<file path="config.mk">
export PLATFORM = sky130hd
export DESIGN_NAME = sp_if_order_seq_flat
export DESIGN_NICKNAME = d
export VERILOG_FILES = /design/src/rtl/sp_if_order_seq_if.sv /design/src/rtl/sp_if_order_seq.sv /design/src/flat_wrapper.sv
export SDC_FILE = /design/constraint.sdc
export NUM_CORES = 1
export LEC_CHECK = 0
export BUFFER_PORTS_ARGS = -buffer_cell sky130_fd_sc_hd__buf_2
export CELL_PAD_IN_SITES_DETAIL_PLACEMENT = 0
export CELL_PAD_IN_SITES_GLOBAL_PLACEMENT = 1
export CORE_MARGIN = 2
export CORE_UTILIZATION = 36
export CTS_CLUSTER_SIZE = 12
export DETAILED_ROUTE_END_ITERATION = 10
export PLACE_DENSITY_LB_ADDON = 0.1
export SLEW_MARGIN = 5
export SYNTH_ARGS = -nofsm -noshare
export SYNTH_HDL_FRONTEND = slang
export SYNTH_SLANG_ARGS = --single-unit
</file>
<file path="constraint.sdc">
create_clock -name i_clk156m -period 7.02 [get_ports i_clk156m]
set_input_delay 0 -clock i_clk156m [delete_from_list [all_inputs] [get_ports i_clk156m]]
set_output_delay 0 -clock i_clk156m [all_outputs]
set_load 0.01 [all_outputs]
</file>
<file path="src/rtl/sp_if_order_seq_if.sv">
// Bus bundle between the order sequencer, the order ROM and the SP I/F DDR controller.
// The master modport is the sequencer side; the slave modport is the ROM/controller side.
interface sp_if_order_seq_if #(
    parameter int P_ADR_W = 10
);
    logic [P_ADR_W-1:0] o_order_mem_rd_adr;
    logic               o_order_mem_rden;
    logic [31:0]        i_order_mem_rd_data;
    logic               o_cmd_vld;
    logic               i_cmd_rdy;
    logic               o_cmd_wr;
    logic [11:0]        o_cmd_len;
    logic [15:0]        o_cmd_adr;

    modport master (
        output o_order_mem_rd_adr, o_order_mem_rden,
        input  i_order_mem_rd_data,
        output o_cmd_vld, o_cmd_wr, o_cmd_len, o_cmd_adr,
        input  i_cmd_rdy
    );

    modport slave (
        input  o_order_mem_rd_adr, o_order_mem_rden,
        output i_order_mem_rd_data,
        input  o_cmd_vld, o_cmd_wr, o_cmd_len, o_cmd_adr,
        output i_cmd_rdy
    );
endinterface

</file>
<file path="src/rtl/sp_if_order_seq.sv">
// SP I/F order sequencer: fetches order words from the order ROM, decodes them and
// issues DDR read/write commands over a valid/ready handshake until END, abort or error.
module sp_if_order_seq #(
    parameter int P_ROM_LAT = 2,
    parameter int P_ADR_W   = 10
) (
    input  logic               i_clk156m,
    input  logic               i_arst,
    input  logic               i_start,
    input  logic [P_ADR_W-1:0] i_start_adr,
    input  logic               i_abort,
    sp_if_order_seq_if.master  io_bus,
    output logic               o_busy,
    output logic               o_done,
    output logic               o_err
);
    typedef enum logic [2:0] {S_IDLE, S_FETCH, S_DECODE, S_CMD, S_WAIT, S_DONE} state_t;

    localparam logic [3:0] LP_OP_WRITE = 4'h1;
    localparam logic [3:0] LP_OP_READ  = 4'h2;
    localparam logic [3:0] LP_OP_WAIT  = 4'h3;
    localparam logic [3:0] LP_OP_JUMP  = 4'h4;
    localparam logic [1:0] LP_LAT      = 2'(P_ROM_LAT);

    state_t             r_state;
    state_t             w_state_nxt;
    logic [1:0]         r_lat_cnt;
    logic [P_ADR_W-1:0] r_pc;
    logic [31:0]        r_order;
    logic [15:0]        r_wait_cnt;
    logic [11:0]        r_loop_cnt;
    logic               r_loop_act;
    logic               r_cmd_wr;
    logic [11:0]        r_cmd_len;
    logic [15:0]        r_cmd_adr;
    logic               r_err;

    logic [3:0]         w_op;
    logic [11:0]        w_len;
    logic [15:0]        w_arg16;
    logic [P_ADR_W-1:0] w_tgt;
    logic [P_ADR_W-1:0] w_pc_inc;
    logic               w_fetch_issue;

    assign w_op          = r_order[31:28];
    assign w_len         = r_order[27:16];
    assign w_arg16       = r_order[15:0];
    assign w_tgt         = r_order[P_ADR_W-1:0];
    assign w_pc_inc      = P_ADR_W'(r_pc + 1'b1);
    assign w_fetch_issue = (r_state == S_FETCH) && (r_lat_cnt == 2'd0);

    // NOTE: sequential state uses non-blocking assignments so every flop samples pre-edge values.
    always_ff @(posedge i_clk156m or posedge i_arst) begin
        if (i_arst) r_state <= S_IDLE;
        else        r_state <= w_state_nxt;
    end

    // NOTE: every combinational output gets a default first so no latch is inferred.
    always_comb begin
        w_state_nxt = r_state;
        case (r_state)
            S_IDLE:   if (i_start) w_state_nxt = S_FETCH;
            S_FETCH: begin
                if (w_fetch_issue && i_abort) w_state_nxt = S_DONE;
                else if (r_lat_cnt == LP_LAT) w_state_nxt = S_DECODE;
            end
            S_DECODE: begin
                if (i_abort) w_state_nxt = S_DONE;
                else begin
                    case (w_op)
                        LP_OP_WRITE, LP_OP_READ: w_state_nxt = (w_len != 12'd0) ? S_CMD : S_FETCH;
                        LP_OP_WAIT:              w_state_nxt = (w_arg16 != 16'd0) ? S_WAIT : S_FETCH;
                        LP_OP_JUMP:              w_state_nxt = S_FETCH;
                        default:                 w_state_nxt = S_DONE;
                    endcase
                end
            end
            // The handshake is never withdrawn; a pending abort is honoured once the command is taken.
            S_CMD:    if (io_bus.i_cmd_rdy) w_state_nxt = i_abort ? S_DONE : S_FETCH;
            S_WAIT: begin
                if (i_abort) w_state_nxt = S_DONE;
                else if (r_wait_cnt == 16'd1) w_state_nxt = S_FETCH;
            end
            S_DONE:   w_state_nxt = S_IDLE;
            default:  w_state_nxt = S_IDLE;
        endcase
    end

    always_comb begin
        o_busy                  = (r_state != S_IDLE);
        o_done                  = (r_state == S_DONE);
        io_bus.o_order_mem_rden = w_fetch_issue;
        io_bus.o_cmd_vld        = (r_state == S_CMD);
    end

    assign io_bus.o_order_mem_rd_adr = r_pc;
    assign io_bus.o_cmd_wr           = r_cmd_wr;
    assign io_bus.o_cmd_len          = r_cmd_len;
    assign io_bus.o_cmd_adr          = r_cmd_adr;
    assign o_err                     = r_err;

    always_ff @(posedge i_clk156m or posedge i_arst) begin
        if (i_arst) begin
            r_lat_cnt  <= '0;
            r_pc       <= '0;
            r_order    <= '0;
            r_wait_cnt <= '0;
            r_loop_cnt <= '0;
            r_loop_act <= 1'b0;
            r_cmd_wr   <= 1'b0;
            r_cmd_len  <= '0;
            r_cmd_adr  <= '0;
            r_err      <= 1'b0;
        end else begin
            r_lat_cnt <= (r_state == S_FETCH && w_state_nxt == S_FETCH) ? r_lat_cnt + 2'd1 : 2'd0;
            if (r_state == S_FETCH && r_lat_cnt == LP_LAT) r_order <= io_bus.i_order_mem_rd_data;

            case (r_state)
                S_IDLE: begin
                    if (i_start) begin
                        r_pc       <= i_start_adr;
                        r_err      <= 1'b0;
                        r_loop_act <= 1'b0;
                        r_loop_cnt <= '0;
                    end
                end
                S_DECODE: begin
                    if (!i_abort) begin
                        case (w_op)
                            LP_OP_WRITE, LP_OP_READ: begin
                                if (w_len != 12'd0) begin
                                    r_cmd_wr  <= (w_op == LP_OP_WRITE);
                                    r_cmd_len <= w_len;
                                    r_cmd_adr <= w_arg16;
                                end else begin
                                    r_err <= 1'b1;
                                    r_pc  <= w_pc_inc;
                                end
                            end
                            LP_OP_WAIT: begin
                                r_wait_cnt <= w_arg16;
                                if (w_arg16 == 16'd0) r_pc <= w_pc_inc;
                            end
                            // Single-level loop: N==0 jumps forever, otherwise the body runs N+1 times.
                            LP_OP_JUMP: begin
                                if (w_len == 12'd0) begin
                                    r_pc <= w_tgt;
                                end else if (!r_loop_act) begin
                                    r_loop_cnt <= w_len - 12'd1;
                                    r_loop_act <= 1'b1;
                                    r_pc       <= w_tgt;
                                end else if (r_loop_cnt != 12'd0) begin
                                    r_loop_cnt <= r_loop_cnt - 12'd1;
                                    r_pc       <= w_tgt;
                                end else begin
                                    r_loop_act <= 1'b0;
                                    r_pc       <= w_pc_inc;
                                end
                            end
                            4'h0:    ;
                            default: r_err <= 1'b1;
                        endcase
                    end
                end
                S_CMD:  if (io_bus.i_cmd_rdy) r_pc <= w_pc_inc;
                S_WAIT: begin
                    if (!i_abort) begin
                        r_wait_cnt <= r_wait_cnt - 16'd1;
                        if (r_wait_cnt == 16'd1) r_pc <= w_pc_inc;
                    end
                end
                default: ;
            endcase
        end
    end
endmodule

</file>
<file path="src/flat_wrapper.sv">
// flat-port wrapper written by rule: the top's interface ports become plain ports
module sp_if_order_seq_flat 
#(
    parameter int P_ROM_LAT = 2,
    parameter int P_ADR_W   = 10
)
  (i_clk156m, i_arst, i_start, i_start_adr, i_abort, o_busy, o_done, o_err, io_bus_o_order_mem_rd_adr, io_bus_o_order_mem_rden, io_bus_i_order_mem_rd_data, io_bus_o_cmd_vld, io_bus_o_cmd_wr, io_bus_o_cmd_len, io_bus_o_cmd_adr, io_bus_i_cmd_rdy);
  sp_if_order_seq_if #(.P_ADR_W(P_ADR_W)) io_bus_i ();
  input  logic i_clk156m;
  input  logic i_arst;
  input  logic i_start;
  input  logic [P_ADR_W-1:0] i_start_adr;
  input  logic i_abort;
  output logic o_busy;
  output logic o_done;
  output logic o_err;
  output wire logic [$bits(io_bus_i.o_order_mem_rd_adr)-1:0] io_bus_o_order_mem_rd_adr;
  output wire logic [$bits(io_bus_i.o_order_mem_rden)-1:0] io_bus_o_order_mem_rden;
  input wire logic [$bits(io_bus_i.i_order_mem_rd_data)-1:0] io_bus_i_order_mem_rd_data;
  output wire logic [$bits(io_bus_i.o_cmd_vld)-1:0] io_bus_o_cmd_vld;
  output wire logic [$bits(io_bus_i.o_cmd_wr)-1:0] io_bus_o_cmd_wr;
  output wire logic [$bits(io_bus_i.o_cmd_len)-1:0] io_bus_o_cmd_len;
  output wire logic [$bits(io_bus_i.o_cmd_adr)-1:0] io_bus_o_cmd_adr;
  input wire logic [$bits(io_bus_i.i_cmd_rdy)-1:0] io_bus_i_cmd_rdy;
  assign io_bus_o_order_mem_rd_adr = io_bus_i.o_order_mem_rd_adr;
  assign io_bus_o_order_mem_rden = io_bus_i.o_order_mem_rden;
  assign io_bus_i.i_order_mem_rd_data = io_bus_i_order_mem_rd_data;
  assign io_bus_o_cmd_vld = io_bus_i.o_cmd_vld;
  assign io_bus_o_cmd_wr = io_bus_i.o_cmd_wr;
  assign io_bus_o_cmd_len = io_bus_i.o_cmd_len;
  assign io_bus_o_cmd_adr = io_bus_i.o_cmd_adr;
  assign io_bus_i.i_cmd_rdy = io_bus_i_cmd_rdy;
  sp_if_order_seq #(.P_ROM_LAT(P_ROM_LAT), .P_ADR_W(P_ADR_W)) u_core (.i_clk156m(i_clk156m), .i_arst(i_arst), .i_start(i_start), .i_start_adr(i_start_adr), .i_abort(i_abort), .io_bus(io_bus_i), .o_busy(o_busy), .o_done(o_done), .o_err(o_err));
endmodule
</file>
# Yosys cells after proc, flatten, opt, wreduce, memory -nomap -nowiden
# Index checks and enable logic that the tools add are counted.
# classes
addsub	5
eq_ne	25
mux	47
n_bitwise	1
reduce_logical	24
# ops
cell	n
2-to-1 mux 10 bit	10
2-to-1 mux 12 bit	6
2-to-1 mux 16 bit	3
one-hot mux 10 bit (4 select lines)	1
one-hot mux 16 bit (2 select lines)	1
one-hot mux 10 bit (3 select lines)	1
2-to-1 mux 3 bit	9
one-hot mux 12 bit (2 select lines)	1
nonzero test 12 bit	2
subtractor 12 x 1 -> 12 bit (second input constant)	2
== test 16 x 1 -> 1 bit (second input constant)	1
zero test 16 bit	1
nonzero test 16 bit	1
subtractor 16 x 1 -> 16 bit (second input constant)	1
one-hot mux 3 bit (5 select lines)	1
zero test 12 bit	1
adder 10 x 1 -> 10 bit (second input constant)	1
inequality test 2 bit (second input constant)	5
AND reduction 5 bit	2
one-hot mux 3 bit (3 select lines)	1
AND reduction 9 bit	1
== test 4 x 2 -> 1 bit (second input constant)	2
2-to-1 mux 1 bit	8
inequality test 2 x 1 -> 1 bit (second input constant)	4
other kinds (24)	36
# totals
ff_bits	106
output_inout_bits	44
word_cells	113

# Longest topological paths before layout
# Gate-level depths: netlist of run 1.
# depth
word_depth	8
ltp_mapped	10

# Least setup slack after synthesis of run 1
# OpenSTA, ideal clock, no wires.
# synth_path
path_type	register -> register
startpoint	register u_core.r_loop_act
endpoint	register u_core.r_loop_cnt[10]
setup_ps	121
t_arrival_ps	2623
required_ps	6899
slack_ps	4276
path_stages_with_launch	11
path_buffers	3
period_less_slack_ps	2744
path_cell_list	dfrtp_1 -> clkbuf_1 -> clkbuf_1 -> clkbuf_1 -> mux2i_1 -> ha_1 -> o221ai_1 -> a211oi_1 -> nor2b_1 -> xnor2_1 -> a22o_1
# synth_between
elab_chain_cells	5
# synth_lines
element	line_no	source
start, declared	sp_if_order_seq.sv:32	logic r_loop_act;
start signal, assigned	sp_if_order_seq.sv:109	r_loop_act <= 1'b0;
start signal, assigned	sp_if_order_seq.sv:123	r_loop_act <= 1'b0;
start signal, assigned	sp_if_order_seq.sv:150	r_loop_act <= 1'b1;
2-to-1 mux 12 bit	sp_if_order_seq.sv:148	end else if (!r_loop_act) begin
2-to-1 mux 12 bit	sp_if_order_seq.sv:146	if (w_len == 12'd0) begin
2-to-1 mux 12 bit	sp_if_order_seq.sv:129	case (w_op)
2-to-1 mux 12 bit	sp_if_order_seq.sv:128	if (!i_abort) begin
one-hot mux 12 bit (2 select lines)	sp_if_order_seq.sv:118	case (r_state)
end signal, assigned	sp_if_order_seq.sv:149	r_loop_cnt <= w_len - 12'd1;
end signal, assigned	sp_if_order_seq.sv:153	r_loop_cnt <= r_loop_cnt - 12'd1;
end, declared	sp_if_order_seq.sv:31	logic [11:0] r_loop_cnt;
# Parallel ways exist; a longest one is shown, timed or not. The select of a mux whose other input is x is not followed.
# A chain may end at the register's enable or synchronous reset.

# Worst setup path in the final report of run 1
# layout_path
startpoint	register u_core.r_loop_act
endpoint	register u_core.r_pc[3] (netlist: u_core.io_bus.o_order_mem_rd_adr[3])
# layout_between
elab_chain_cells	5
# layout_lines
element	line_no	source
2-to-1 mux 10 bit	sp_if_order_seq.sv:148	
2-to-1 mux 10 bit	sp_if_order_seq.sv:146	
one-hot mux 10 bit (3 select lines)	sp_if_order_seq.sv:129	
2-to-1 mux 10 bit	sp_if_order_seq.sv:128	
one-hot mux 10 bit (4 select lines)	sp_if_order_seq.sv:118	
end signal, assigned	sp_if_order_seq.sv:121	r_pc <= i_start_adr;
end signal, assigned	sp_if_order_seq.sv:147	r_pc <= w_tgt;
end signal, assigned	sp_if_order_seq.sv:151	r_pc <= w_tgt;
end, declared	sp_if_order_seq.sv:28	logic [P_ADR_W-1:0] r_pc;
# Every way passes these cells. The select of a mux whose other input is x is not followed.

==> results of run 1 <==
## area by class of cell
cell class                 count  area, sq um  area share
clock buffer                   9        225.2     0.03237
clock inverter                 6        50.05    0.007194
inverter                      17        66.31    0.009532
multi-input combinational    390         2823      0.4058
sequential                   106         2653      0.3813
tap                          211        264.0     0.03795
timing repair buffer         134        875.8      0.1259
## layer usage
layer	global-route usage	vias up	routed length [um]
met5	0	-	0
met4	0.06266	0	243
met3	0.03757	17	631
met2	0.2960	100	7023
met1	0.2908	2381	7750
li1	-	2262	-
## cells by family (layout without fill, tap and decap cells)
family,Yosys count,after routing,share of synthesized area
simple gates,164,164,0.1625
flops,106,106,0.4693
buf+inv,47,166,0.03254
mux,66,66,0.1302
xor+xnor,21,21,0.03254
fa+ha+maj,6,6,0.01328
compound gates,133,133,0.1596
## power by group through the flow
stage / clock network (mW) / registers [mW] / logic (mW)
floorplan: 0 / 0.995 / 0.724
global placement: 0 / 1.10 / 0.913
detailed placement: 0 / 1.11 / 0.929
CTS: 0.512 / 1.10 / 0.950
global route: 0.533 / 1.14 / 1.06
finish: 0.487 / 1.10 / 0.947
## critical path, cell delays in order (launching register included)
cell and delay, ns:
dfrtp_1 0.95, or4b_1 0.57, and4b_1 0.33, o21ai_1 0.18, and2_1 0.32, and3_1 0.23
o32a_1 0.32
## worst min-delay path by stage
stage / start / endpoint / slack [ns]
after floorplan: io_bus_i_cmd_rdy / u_core.r_state[1] / 0.11
after global placement: i_arst / u_core.io_bus.o_cmd_adr[13] / 0.21
after detailed placement: i_arst / u_core.io_bus.o_cmd_adr[12] / 0.21
after CTS: i_start_adr[7] / u_core.io_bus.o_order_mem_rd_adr[7] / 0.005
after global routing: i_start_adr[4] / u_core.io_bus.o_order_mem_rd_adr[4] / 0.04
final: i_start_adr[8] / u_core.io_bus.o_order_mem_rd_adr[8] / 0.02
## sequential cells by signal, summed over array words and instances, names as in the netlist
name	flops
u_core.io_bus.o_cmd_adr	16
u_core.r_lat_cnt	2
u_core.r_state	3
u_core.io_bus.o_cmd_len	12
u_core.io_bus.o_order_mem_rd_adr	10
u_core.io_bus.o_cmd_wr	1
u_core.o_err	1
u_core.r_wait_cnt	16
u_core.r_loop_act	1
u_core.r_loop_cnt	12
u_core.r_order	32
## per-stage QoR
stage	utilization	hold slack [ns]	area (sq um)
finish	0.4559	0.02242	6957
floorplan	-	0.1107	5652
global placement	0.4130	0.2093	6301
CTS	0.4559	0.005472	6957
global route	0.4559	0.03937	6957
detailed placement	0.4130	0.2078	6301
## placed cells by master (no fill, tap or decap), types with 8 or more instances in the layout
cell type | synthesis | layout
dfrtp_1 | 106 | 106
nand3_1 | 20 | 20
clkbuf_16 | 0 | 9
xnor2_1 | 13 | 13
buf_2 | 6 | 90
a21oi_1 | 27 | 27
nor4_1 | 11 | 11
nand2_1 | 31 | 31
dlygate4sd3_1 | 0 | 38
o21ai_0 | 36 | 35
xor2_1 | 8 | 8
nor3_1 | 20 | 20
mux2_2 | 60 | 60
nor2_1 | 27 | 26
inv_1 | 16 | 15
a22o_1 | 8 | 8
## repair_timing
action	CTS	global route
hold buffers	38	0
hold endpoints to repair	97	0
setup buffers	0	0
==> results.txt, run 1 <==
----------------------------------------------------
[STA]
  Slew headroom ... 0.2409
  Fmax ... 331.2 MHz
  Worst Tran Pin Value ... 1.130 ns
  Total negative slack for setup checks ... 0 ns
  Final period utilization ... 0.4301
  Skew final ... 0.008348 ns
  RSZ-0062 raised after global routing ... no
  Endpoints failing setup ... 0
  Final hold violations ... 0
  Crit path setup slack, layout ... 4.001 ns
  Minimum clock period after layout ... 3.019 ns
  Final Slew Violations ... 0

[Synth]
  Number of instances in the synthesized netlist ... 543
  Library cells used by synthesis ... 66
  Dominant cell by count in the synthesized netlist ... dfrtp_1
  Mean Syn Cell Area ... 10.41 sq um
  Number of storage elements in the synthesis netlist ... 106
  Most instantiated cells after synthesis ... 106 x dfrtp_1, 60 x mux2_2, 36 x o21ai_0
  Number of enable-type register cells in the synthesized netlist ... 0
  Async set-or-reset flop fraction in the synthesized netlist ... 1.000
  Largest area contributor in the netlist ... dfrtp_1
  Post-synth top area share ... 0.4693
  Number of warning messages in the yosys log ... 0
  Cell area after technology mapping ... 5652 sq um
  Main area contributors after synthesis ... dfrtp_1 47%, mux2_2 12%, o21ai_0 3.2%
  Dominant synthesized flop cell ... dfrtp_1
  Net count after synthesis ... 596
  Portion of the post-synthesis area used by sequential elements ... 0.4693

[Critical path]
  Worst EP arrival ... 3.26 ns
  Launching instance or port of the critical path ... u_core.r_loop_act
  Highest fanout seen on the critical path ... 29
  Critical path capture point ... u_core.io_bus.o_order_mem_rd_adr[3]
  Required @ worst endpoint ... 7.26 ns
  Worst setup slack for register-to-register paths ... 4.00 ns
  Endpoint kind of the worst setup timing path ... flip-flop
  Worst r2r dst ... u_core.io_bus.o_order_mem_rd_adr[3]
  Origin of the critical flop-to-flop path ... u_core.r_loop_act
  Worst Setup Path Type ... reg2reg
  Startpoint types ... flip-flop
  Number of cells traversed by the worst register-to-register path ... 6

[Power and ir drop]
  Standby leakage power ... 3.043 nW
  Part of the total power dissipated in the clock network ... 0.192
  Net Switching ... 1.032 mW
  Part of the total power dissipated in sequential elements ... 0.435
  Power per cell area ... 364.5 nW/um^2
  Proportion of total power due to net switching ... 0.4069
  Combinational share of power ... 0.373
  Worst voltage drop across the vdd grid ... 135.5 uV
  PnR Total Power ... 2.536 mW
  Internal portion of total power ... 1.504 mW

[Clocking]
  Number of gates resized after cts ... 0
  Clock-pin slew reported for the worst setup and hold paths after clock tree synthesis ... 0.08 ns
  Clock Latency Late Sink ... 0.35 ns
  Max clock buf depth ... 2
  # clock sinks ... 106
  CTS tree ... built
  Number of H-tree levels ... 3
  Clock Root Buffer ... clkbuf_16
  Cts bufs inserted ... 9

[Run]
  # Max-Cap Violations ... 0

[Die]
  Row cnt ... 45
  Overall die area ... 16,720 sq um
  Horiz. Die Dim ... 129.3 um
  Starting density of the core ... 0.3704
  Die boundary height ... 129.3 um
  Placeable core area ... 15,260 sq um
  I/O pin total ... 91

[Placed design]
  Number of placed instances with taps included ... 820
  Weighted congestion at the end of routability-driven global placement ... 0.8264
  HPWL after detailed placement ... 10,870 um
  IO buf count ... 90
  Worst setup slack before clock tree synthesis ... 4.019 ns

[Route]
  Starting DRC count in detailed routing ... 363
  Routed vias/inst ... 5.452
  Number of vias after detailed routing ... 4,760
  ANT nets after route ... 0
  1st-pass router iterations ... 4
  Sum of routed wire length over all layers ... 15,650 um
  Final routed wire length divided by cell count ... 17.92 um
  Number of design rule violations left after detail routing ... 0

[Global route]
  GRT overflow ... 0
  Vias in the first global route ... 4,737
  Global router's overall resource usage ... 0.1981
  First-pass GRT wire length ... 25,720 um
  Number of antenna violations at the first check in global routing ... 0
  Maximum number of pins on one net before global-route repair ... 62

[Layout]
  Number of cells in the finished layout apart from fillers ... 873
  Share of final-layout standard cells stronger than drive strength 1 ... 0.2795
  Number of nets in the layout ... 711
  Filler cells ... 1,449
  Area Growth Syn to Fin ... 23.09%
  Antenna Diode Count ... 0

[Min path]
  Count of cells along the worst hold path ... 3
  Type of the most critical hold path ... in2reg

[Status]
  Status ... finished, final reports clean

----------------------------------------------------
(Power assumes the default switching activity.)
==> run 2, diff against run 1 <==
==> constraint.sdc (replaced) <==
create_clock -name i_clk156m -period 3 [get_ports i_clk156m]
set_input_delay 0 -clock i_clk156m [delete_from_list [all_inputs] [get_ports i_clk156m]]
set_output_delay 0 -clock i_clk156m [all_outputs]
set_load 0.01 [all_outputs]
==> run 2 against run 1 <==
Clock skew is essentially flat; clock-buffer cell count grew 1; critical path depth grew 1; cell count grew 0.80%; critical path type unchanged; global-route usage grew 0.11 points; highest routed layer unchanged; utilization grew 0.48 points; maximum frequency grew 20%; sequential cell count is the same.
==> results.txt, run 2 (same netlist as run 1, synthesis figures left out) <==
----------------------------------------------------
[Status]
  Status ... finished, final reports clean (unchanged)

[Route]
  Routed vias/inst ... 5.442 (was 5.452)
  Starting DRC count in detailed routing ... 307 (was 363)
  Final routed wire length divided by cell count ... 17.90 um (was 17.92 um)
  Sum of routed wire length over all layers ... 15,750 um (was 15,650 um)
  Number of vias after detailed routing ... 4,789 (was 4,760)
  1st-pass router iterations ... 4 (unchanged)
  ANT nets after route ... 0 (unchanged)
  Number of design rule violations left after detail routing ... 0 (unchanged)

[Critical path]
  Highest fanout seen on the critical path ... 17 (was 29)
  Largest incremental delay on the critical path ... 0.59 ns (was 0.95 ns)
  Worst-path cell with the longest stage delay ... or4_1 (was dfrtp_1)
  Number of cells traversed by the worst register-to-register path ... 7 (was 6)
  Worst setup slack for register-to-register paths ... 0.48 ns (was 4.00 ns)
  Worst r2r dst ... u_core.io_bus.o_order_mem_rd_adr[2] (was u_core.io_bus.o_order_mem_rd_adr[3])
  Cells along the critical path ... or3_4 -> or4_1 -> o21ai_4 -> nand4_4 -> buf_4 -> a221oi_1 -> a32oi_1 (was or4b_1 -> and4b_1 -> o21ai_1 -> and2_1 -> and3_1 -> o32a_1)
  Origin of the critical flop-to-flop path ... u_core.r_wait_cnt[5] (was u_core.r_loop_act)
  Endpoint kind of the worst setup timing path ... flip-flop (unchanged)
  Worst EP arrival ... 2.74 ns (was 3.26 ns)
  Worst Setup Path Type ... reg2reg (unchanged)
  Startpoint types ... flip-flop (unchanged)
  Required @ worst endpoint ... 3.22 ns (was 7.26 ns)

[STA]
  RSZ-0062 raised after global routing ... no (unchanged)
  Fmax ... 396.6 MHz (was 331.2 MHz)
  Final hold slack ... 0.01740 ns (was 0.02242 ns)
  Skew final ... 0.007895 ns (was 0.008348 ns)
  Endpoints failing setup ... 0 (unchanged)
  Minimum clock period after layout ... 2.522 ns (was 3.019 ns)
  Final Slew Violations ... 0 (unchanged)
  Final hold violations ... 0 (unchanged)
  Final period utilization ... 0.8405 (was 0.4301)
  Worst Tran Pin Value ... 1.027 ns (was 1.130 ns)
  Slew headroom ... 0.3101 (was 0.2409)
  Total negative slack for setup checks ... 0 ns (unchanged)

[Clocking]
  Post-CTS setup repair buffer count ... 0 (unchanged)
  Number of gates resized after cts ... 0 (unchanged)
  CTS tree ... built (unchanged)
  # clock sinks ... 106 (unchanged)
  Number of H-tree levels ... 3 (unchanged)
  Cts bufs inserted ... 9 (unchanged)
  Max clock buf depth ... 2 (unchanged)
  Hold_buf cts ... 36 (was 38)
  Clock-pin slew reported for the worst setup and hold paths after clock tree synthesis ... 0.07 ns (was 0.08 ns)
  Clock Latency Late Sink ... 0.35 ns (about the same)
  Clock Root Buffer ... clkbuf_16 (unchanged)

[Run]
  # Max-Cap Violations ... 0 (unchanged)

[Die]
  Overall die area ... 16,720 sq um (unchanged)
  Placeable core area ... 15,260 sq um (unchanged)
  Starting density of the core ... 0.3704 (unchanged)
  Die boundary height ... 129.3 um (unchanged)
  Row cnt ... 45 (unchanged)
  I/O pin total ... 91 (unchanged)
  Horiz. Die Dim ... 129.3 um (unchanged)

[Layout]
  Largest reg by FF count ... u_core.r_order (unchanged)
  Number of nets in the layout ... 717 (was 711)
  Most common cell after layout, fill and taps aside ... dfrtp_1 (unchanged)
  Antenna Diode Count ... 0 (unchanged)
  Commonest cells after routing, fill and taps aside ... 106 x dfrtp_1, 90 x buf_2, 60 x mux2_2 (unchanged)
  Area Growth Syn to Fin ... 24.40% (was 23.09%)
  Filler cells ... 1,467 (was 1,449)
  Number of cells in the finished layout apart from fillers ... 880 (was 873)
  Layout Cell Area excl Fill ... 7030 sq um (was 6957 sq um)
  Share of final-layout standard cells stronger than drive strength 1 ... 0.2900 (was 0.2795)
  Flip-flop count of the largest register, all copies and words added ... 32 (unchanged)

[Power and ir drop]
  PnR Total Power ... 6.008 mW (was 2.536 mW)
  Power per cell area ... 854.6 nW/um^2 (was 364.5 nW/um^2)
  Standby leakage power ... 3.088 nW (was 3.043 nW)
  Worst voltage drop across the vdd grid ... 382.7 uV (was 135.5 uV)

[Placed design]
  Cell Area, Placed ... 6374 sq um (was 6301 sq um)
  Weighted congestion at the end of routability-driven global placement ... 0.8233 (was 0.8264)
  Number of placed instances with taps included ... 828 (was 820)
  HPWL after detailed placement ... 11,070 um (was 10,870 um)
  IO buf count ... 90 (unchanged)

[Global route]
  Vias in the first global route ... 4,714 (was 4,737)
  Global router's overall resource usage ... 0.1992 (was 0.1981)
  GRT overflow ... 0 (unchanged)
  Number of antenna violations at the first check in global routing ... 0 (unchanged)
  First-pass GRT wire length ... 25,740 um (was 25,720 um)
  Maximum number of pins on one net before global-route repair ... 57 (was 62)

[Min path]
  Hold Path Origin ... i_start_adr[7] (was i_start_adr[8])
  Type of the most critical hold path ... in2reg (unchanged)
  Count of cells along the worst hold path ... 3 (unchanged)
  Hold-critical path endpoint ... u_core.io_bus.o_order_mem_rd_adr[7] (was u_core.io_bus.o_order_mem_rd_adr[8])

----------------------------------------------------
==> run 2: cell count changes in the layout (fill, tap and decap cells not counted), sizes merged <==
cell,delta
dlygate4sd3,-2
clkbuf,+1
buf,+8
==> run 2: stage by stage <==
step | util | setup slack, ns
after floorplan | - | 0.2111
after CTS | 0.4608 | 0.4780
final | 0.4608 | 0.4784
after global placement | 0.4177 | 0.5373
after global routing | 0.4608 | 0.3121
after detailed placement | 0.4177 | 0.4979
==> run 2: worst max-delay path: cells and delay by family, from the launching register on <==
| kind | cells | cell delay [ns] |
|---|---|---|
| buffers and inverters | 1 | 0.22 |
| DFF | 1 | 0.44 |
| and+or+nand+nor | 3 | 1.12 |
| AOI/OAI and AO/OA | 3 | 0.61 |
==> run 2: layer usage <==
layer	track usage	vias up	share of wire
met5	0	-	0
met4	0.05499	0	0.016
met3	0.04377	16	0.040
met2	0.2981	116	0.46
met1	0.2915	2391	0.49
li1	-	2266	-
==> run 2: worst max-delay path by stage <==
stage | slack (ns) | cells after the start | end | startpoint
final | 0.48 | 7 | u_core.io_bus.o_order_mem_rd_adr[2] | u_core.r_wait_cnt[5]
after global routing | 0.31 | 7 | u_core.io_bus.o_order_mem_rd_adr[8] | u_core.r_wait_cnt[5]
after CTS | 0.48 | 7 | u_core.io_bus.o_order_mem_rd_adr[2] | u_core.r_wait_cnt[5]
after detailed placement | 0.50 | 7 | u_core.io_bus.o_order_mem_rd_adr[2] | u_core.r_wait_cnt[5]
after global placement | 0.54 | 7 | u_core.io_bus.o_order_mem_rd_adr[9] | u_core.r_wait_cnt[5]
after floorplan | 0.21 | 1 | u_core.io_bus.o_cmd_adr[0] | i_arst
==> run 2: area by class of cell <==
| cell class | count | area [sq um] | area share |
|---|---|---|---|
| clock inverters | 6 | 57.56 | 0.008187 |
| inverters | 17 | 66.31 | 0.009432 |
| clock buffers | 10 | 239.0 | 0.03399 |
| well taps | 211 | 264.0 | 0.03755 |
| flip-flops and latches | 106 | 2653 | 0.3773 |
| multi-input cells | 390 | 2823 | 0.4015 |
| repair buffers | 140 | 928.4 | 0.1321 |
==> run 2: power breakdown <==
part	switching, mW	leakage (nW)	internal [mW]
Combinational	1.17	1.59	1.09
Sequential	0.667	1.35	1.89
Clock	0.588	0.141	0.606
